## src/rtl/beamformer_sequencer.sv

```systemverilog
// Run sequencer for the 8-channel delay beamformer: RAM readout, filter, flush,
// 4-slice beam frames, summed output stream and go/busy/done handshake.
//
// state  | meaning
// IDLE   | waiting for go, all controls low
// LOAD   | one cycle of channel clear before filtering
// FILTER | stream signal RAM 0..NUM_SAMPLES-1 into the channels
// FLUSH  | let the channel filters drain for FILTER_FLUSH cycles
// BEAM   | 4-slice frames, one per output point
// SUM    | read every output point out of the channels
// DRAIN  | wait for the last sum to leave the pipeline
// DONE   | one-cycle done pulse
module beamformer_sequencer #(
  parameter int          NUM_SAMPLES     = 2048,
  parameter int          FILTER_FLUSH    = 6,
  parameter int          NUM_OUTPUTS     = 540,
  parameter logic [15:0] SAMPLE_IDX_INIT = 16'hFFFE,
  parameter int          READ_LAT        = 1
) (
  input  logic         clk,
  input  logic         rst,
  input  logic         go,
  output logic         busy,
  output logic         done,
  output logic [10:0]  sig_addr,
  output logic         sig_rden,
  output logic         ch_rst,
  output logic         ch_start,
  output logic [10:0]  readin_addr,
  output logic [9:0]   sumout_addr,
  output logic         output_read_en,
  output logic         startbeamformer,
  output logic         sumouten,
  output logic [15:0]  sample_index,
  output logic [1:0]   slice_state,
  input  logic [255:0] ch_values,
  output logic         sum_valid,
  output logic [35:0]  sum_data,
  output logic [9:0]   sum_addr
);

  typedef enum logic [2:0] {
    S_IDLE, S_LOAD, S_FILTER, S_FLUSH, S_BEAM, S_SUM, S_DRAIN, S_DONE
  } state_t;

  localparam logic [10:0] LAST_SIG   = 11'(NUM_SAMPLES - 1);
  localparam logic [9:0]  LAST_OUT   = 10'(NUM_OUTPUTS - 1);
  localparam logic [7:0]  FLUSH_LOAD = 8'(FILTER_FLUSH - 1);
  localparam logic [7:0]  DRAIN_LOAD = 8'(READ_LAT);

  state_t      state_q, state_d;
  logic [10:0] sig_addr_q, sig_addr_d;
  logic [10:0] readin_addr_q, readin_addr_d;
  logic [9:0]  sumout_addr_q, sumout_addr_d;
  logic [1:0]  slice_q, slice_d;
  logic [15:0] sample_index_q, sample_index_d;
  logic [7:0]  cnt_q, cnt_d;

  logic [READ_LAT-1:0]       en_pipe_q, en_pipe_d;
  logic [READ_LAT-1:0][9:0]  addr_pipe_q, addr_pipe_d;
  logic                      sum_valid_q, sum_valid_d;
  logic [35:0]               sum_data_q, sum_data_d;
  logic [9:0]                sum_addr_q, sum_addr_d;
  logic [35:0]               ch_sum;

  always_ff @(posedge clk or posedge rst) begin
    if (rst) begin
      state_q        <= S_IDLE;
      sig_addr_q     <= '0;
      readin_addr_q  <= '0;
      sumout_addr_q  <= '0;
      slice_q        <= '0;
      sample_index_q <= SAMPLE_IDX_INIT;
      cnt_q          <= '0;
      en_pipe_q      <= '0;
      addr_pipe_q    <= '0;
      sum_valid_q    <= 1'b0;
      sum_data_q     <= '0;
      sum_addr_q     <= '0;
    end else begin
      state_q        <= state_d;
      sig_addr_q     <= sig_addr_d;
      readin_addr_q  <= readin_addr_d;
      sumout_addr_q  <= sumout_addr_d;
      slice_q        <= slice_d;
      sample_index_q <= sample_index_d;
      cnt_q          <= cnt_d;
      en_pipe_q      <= en_pipe_d;
      addr_pipe_q    <= addr_pipe_d;
      sum_valid_q    <= sum_valid_d;
      sum_data_q     <= sum_data_d;
      sum_addr_q     <= sum_addr_d;
    end
  end

  always_comb begin
    state_d         = state_q;
    sig_addr_d      = sig_addr_q;
    readin_addr_d   = readin_addr_q;
    sumout_addr_d   = sumout_addr_q;
    slice_d         = slice_q;
    sample_index_d  = sample_index_q;
    cnt_d           = cnt_q;
    done            = 1'b0;
    sig_rden        = 1'b0;
    ch_rst          = 1'b0;
    ch_start        = 1'b0;
    output_read_en  = 1'b0;
    startbeamformer = 1'b0;
    sumouten        = 1'b0;
    case (state_q)
      S_IDLE: begin
        sample_index_d = SAMPLE_IDX_INIT;
        if (go) state_d = S_LOAD;
      end
      S_LOAD: begin
        sig_rden   = 1'b1;
        ch_rst     = 1'b1;
        sig_addr_d = '0;
        state_d    = S_FILTER;
      end
      S_FILTER: begin
        sig_rden = 1'b1;
        ch_start = 1'b1;
        ch_rst   = 1'b1;
        if (sig_addr_q == LAST_SIG) begin
          state_d = S_FLUSH;
          cnt_d   = FLUSH_LOAD;
        end else begin
          sig_addr_d = sig_addr_q + 11'd1;
        end
      end
      S_FLUSH: begin
        ch_start = 1'b1;
        ch_rst   = 1'b1;
        if (cnt_q == 8'd0) begin
          state_d       = S_BEAM;
          readin_addr_d = '0;
          sumout_addr_d = '0;
          slice_d       = '0;
        end else begin
          cnt_d = cnt_q - 8'd1;
        end
      end
      S_BEAM: begin
        startbeamformer = 1'b1;
        output_read_en  = 1'b1;
        slice_d         = slice_q + 2'd1;
        // slice 0 of every frame reuses the index left by the previous frame
        if (slice_q != 2'd0) sample_index_d = sample_index_q + 16'd1;
        if (slice_q == 2'd3) begin
          readin_addr_d = readin_addr_q + 11'd1;
          if (sumout_addr_q == LAST_OUT) begin
            sumout_addr_d = '0;
            slice_d       = '0;
            state_d       = S_SUM;
          end else begin
            sumout_addr_d = sumout_addr_q + 10'd1;
          end
        end
      end
      S_SUM: begin
        sumouten = 1'b1;
        if (sumout_addr_q == LAST_OUT) begin
          sumout_addr_d = '0;
          state_d       = S_DRAIN;
          cnt_d         = DRAIN_LOAD;
        end else begin
          sumout_addr_d = sumout_addr_q + 10'd1;
        end
      end
      S_DRAIN: begin
        if (cnt_q == 8'd0) state_d = S_DONE;
        else               cnt_d   = cnt_q - 8'd1;
      end
      S_DONE: begin
        done           = 1'b1;
        state_d        = S_IDLE;
        sig_addr_d     = '0;
        readin_addr_d  = '0;
        sumout_addr_d  = '0;
        slice_d        = '0;
        sample_index_d = SAMPLE_IDX_INIT;
        cnt_d          = '0;
      end
      default: state_d = S_IDLE;
    endcase
  end

  // Enable/address ride alongside the channel RAM read latency, then one adder stage.
  always_comb begin
    en_pipe_d      = en_pipe_q;
    addr_pipe_d    = addr_pipe_q;
    en_pipe_d[0]   = sumouten;
    addr_pipe_d[0] = sumout_addr_q;
    for (int i = 1; i < READ_LAT; i++) begin
      en_pipe_d[i]   = en_pipe_q[i-1];
      addr_pipe_d[i] = addr_pipe_q[i-1];
    end
    ch_sum = '0;
    for (int k = 0; k < 8; k++) begin
      ch_sum = ch_sum + {{4{ch_values[32*k+31]}}, ch_values[32*k +: 32]};
    end
    sum_valid_d = en_pipe_q[READ_LAT-1];
    sum_data_d  = en_pipe_q[READ_LAT-1] ? ch_sum : sum_data_q;
    sum_addr_d  = en_pipe_q[READ_LAT-1] ? addr_pipe_q[READ_LAT-1] : sum_addr_q;
  end

  assign busy         = (state_q != S_IDLE);
  assign sig_addr     = sig_addr_q;
  assign readin_addr  = readin_addr_q;
  assign sumout_addr  = sumout_addr_q;
  assign slice_state  = slice_q;
  assign sample_index = sample_index_q;
  assign sum_valid    = sum_valid_q;
  assign sum_data     = sum_data_q;
  assign sum_addr     = sum_addr_q;

endmodule

```

## config.mk

```make
export PLATFORM = sky130hd
export DESIGN_NAME = beamformer_sequencer
export DESIGN_NICKNAME = d
export VERILOG_FILES = /design/src/rtl/beamformer_sequencer.sv
export SDC_FILE = /design/constraint.sdc
export NUM_CORES = 1
export LEC_CHECK = 0
export ABC_AREA = 1
export CAP_MARGIN = 0
export CORE_MARGIN = 1.5
export CORE_UTILIZATION = 37
export DETAILED_ROUTE_END_ITERATION = 6
export PLACE_DENSITY_LB_ADDON = 0.15
export SLEW_MARGIN = 20
export SYNTH_ARGS = -nofsm -noshare
export SYNTH_HDL_FRONTEND = slang
export SYNTH_SLANG_ARGS = --single-unit
```

## constraint.sdc

```tcl
create_clock -name clk -period 3.5 [get_ports clk]
set_input_delay 0.525 -clock clk [delete_from_list [all_inputs] [get_ports clk]]
set_output_delay 0.525 -clock clk [all_outputs]
set_load 0.01 [all_outputs]
```

==> impl_metrics.json <==
{
  "yosys_most_used_dff": "dfrtp_1",
  "dp_hpwl_um": 29800,
  "clkSinkCount": 119,
  "postRouteAntennaNets": 0,
  "clk_pin_slew_ns": 0.06,
  "yosysTopAreaCell": "fa_1",
  "io_pins": 364,
  "worst_ep_required_time_ns": 3.78,
  "min_path_type": "reg -> reg",
  "fmax_ghz": 0.249,
  "avgSynthCellArea_um2": 7.81,
  "gr-usage-all-layers": 0.204,
  "yosys_warnings": 0,
  "crit_type": "in -> reg",
  "syn_to_final_growth_pct": 52.0,
  "ys_ff_latch": 119,
  "power.total_w": 0.0220,
  "coreArea_um2": 35400,
  "max_slew_margin": 0.495,
  "cts_buffers": 17,
  "crit_top_cell": "inv_2",
  "clock_latency_ns": 0.41,
  "synthArstFlopShare": 1.00,
  "setup_ws_ns": -0.519,
  "ir_drop_uv": 619,
  "antenna_found_initial": 0,
  "fin_tns_setup_ns": -9.34,
  "cp_top_family": "adder cells",
  "period_minus_slack_ns": 4.02,
  "grt_pass1_vias": 12808,
  "wl_um": 36500,
  "grt_overflow": 0,
  "maxSlewViolCount": 0,
  "synth_cell_types": 44,
  "dp_cells": 2564,
  "first_iter_violations": 417,
  "min_period_over_period": 1.15,
  "critPathCaptureType": "register",
  "cp-start-kind": "input port",
  "drive_gt1_frac": 0.324,
  "vias": 11988,
  "dieHeight_um": 192,
  "powerDensity_nw_per_um2": 1090,
  "synth_edf_count": 0,
  "drc": 0,
  "yosysMostFrequentCell": "inv_1",
  "finalHoldViolCount": 0,
  "holdBufCountCts": 0,
  "ctsRootBufferMaster": "clkbuf_16",
  "fin_cells": 2626,
  "preCtsSetupSlack_ns": -1.44,
  "cpPeakStageDelay_ns": 0.55,
  "rsz0062_at_grt": "yes",
  "viasPerCell": 4.57,
  "die_w_um": 192,
  "tritoncts": "yes",
  "cts-htree-levels": 4,
  "num_rows": 69,
  "worst-endpoint-arrival_ns": 4.30,
  "finalSetupViolCount": 30,
  "portBuffers": 363,
  "synth_nets": 2193,
  "critPathBufInv": 8,
  "outcome": "finished with violations",
  "p_leak_nw": 10.3,
  "synthCells": 1694,
  "cp_slowest_cell": "fa_1",
  "grt_first_pass_wirelength_um": 60300,
  "grt_start_max_net_pins": 57,
  "synth_top_area_share": 0.297,
  "cts_buffer_depth": 2,
  "worstMarginPinSlew_ns": 0.757,
  "critPathMaxFanout": 3,
  "num_antenna_cells": 0,
  "wl_per_cell_um": 13.9,
  "nets": 2651,
  "finalClockSkew_ns": 0.00999,
  "place_congestion": 0.840,
  "violations": "setup timing",
  "synthTopCellsByArea": "fa_1, dfrtp_1, inv_1",
  "drtPass1Iterations": 5,
  "max_cap_viol_count": 0,
  "synth_area_um2": 13200,
  "seq_area_frac_synth": 0.226,
  "synth_common_cells": "inv_1, nand2_1, fa_1, dfrtp_1, nor2_1",
  "floorplan.initialDensity": 0.374,
  "die_area_um2": 36900,
  "cp_cell_sequence": "buf_6, inv_2, fa_1, inv_2, fa_1, fa_1, inv_2, fa_1, inv_2, ha_4, inv_2, fa_2, inv_2, nand2_4, o21ai_4, nand2_2, nand2_4, nand2_4, nand2_4, buf_4, xnor2_1, o21ai_1"
}
-- sequential cells by signal, summed over array words and instances (netlist names) --
signal and cells:
addr_pipe_q 10, slice_state 2, readin_addr 11, en_pipe_q 1
sample_index 16, sum_addr 10, sig_addr 11, sum_data 36
sum_valid 1, cnt_q 8, state_q 3, sumout_addr 10
-- stage by stage --
step	instance area, µm²	hold slack [ns]	util
after CTS	19900	0.441	0.561
after floorplan	13700	0.415	-
after global routing	20100	0.448	0.568
final	20100	0.439	0.568
after detailed placement	18300	0.427	0.518
after global placement	18300	0.429	0.518
-- final cells by class --
cell class	count	area [µm²]
Clock buffer	24	472
Inverter	565	2170
Fill cell	3283	15300
Timing Repair Buffer	456	4000
Sequential cell	119	3000
Tap cell	461	577
Clock inverter	8	148
Multi-Input combinational cell	993	9750
-- worst register-to-register path, stage by stage (launching register included) --
cell and delay, ns:
dfrtp_1 0.37, inv_1 0.14, ha_1 0.18, nand3_1 0.08, nor2_1 0.22, or2_1 0.18, nand2_2 0.09, a21oi_2 0.57
nand2_1 0.15, o21ai_1 0.16, nand2_1 0.06, inv_1 0.06
-- path summary, 6_finish.rpt --
kind,startpoint,endpoint,slack [ns],cells past startpoint
hold reg to reg,addr_pipe_q[2],sum_addr[2],0.44,2
min in group asynchronous,rst,sum_data[0],0.56,2
max in group asynchronous,rst,sig_addr[0],2.21,3
hold / removal,addr_pipe_q[2],sum_addr[2],0.44,2
setup reg to reg,cnt_q[0],sumout_addr[9],1.18,11
setup / recovery,ch_values[162],sum_data[14],-0.52,22
-- kinds of logic after synthesis --
group                    synth area share
AO/OA/AOI/OAI                      0.0639
XOR/XNOR                           0.0205
adder cells (fa/ha/maj)             0.338
buffers and inverters               0.168
flip-flops                          0.226
AND/OR/NAND/NOR                     0.183
-- what timing repair did --
item	4_1_cts	5_1_grt
buffers inserted	23	11
pin swaps	319	196
resized for setup	799	154
setup endpoints to repair	33	32
endpoints found under the hold margin	0	0
-- layout by cell type, fill, tap and decap left out, types with 6 or more instances in the layout --
cell type and n:
nand4_1 15, inv_2 172, nor3_4 6, o21ai_0 33
clkdlybuf4s50_1 177, a21oi_2 13, buf_2 53, xnor2_1 7
nand2_2 67, nand3_1 64, nand2_1 229, nor2_1 62
fa_1 177, dfstp_2 15, clkbuf_16 17, ha_4 33
nor3_1 16, buf_4 74, xnor2_2 9, a21oi_4 22
nand3_2 8, a21oi_1 22, buf_6 39, dlygate4sd2_1 60
nor2_4 22, o21ai_1 34, ha_1 11, inv_1 380
clkdlybuf4s15_1 19, nor2_2 9, clkbuf_2 25, dfrtp_1 104
fa_2 19, xor2_1 14, inv_4 8, nand2_4 48
o21ai_2 7, o31ai_1 8
-- per-layer routing --
layer	vias up	part of all wire	GRT usage
li1	5826	-	-
met3	35	0.066	0.0449
met4	0	0.014	0.0438
met1	5833	0.42	0.251
met2	294	0.50	0.364
met5	-	0	0
-- where the power goes --
| group | internal (W) | total, W | switching (W) |
|---|---|---|---|
| logic | 0.00874 | 0.0188 | 0.0100 |
| registers | 0.00138 | 0.00138 | 0 |
| clock network | 0.00123 | 0.00186 | 0.000628 |
No activity file was read; power rests on OpenSTA's default activity.
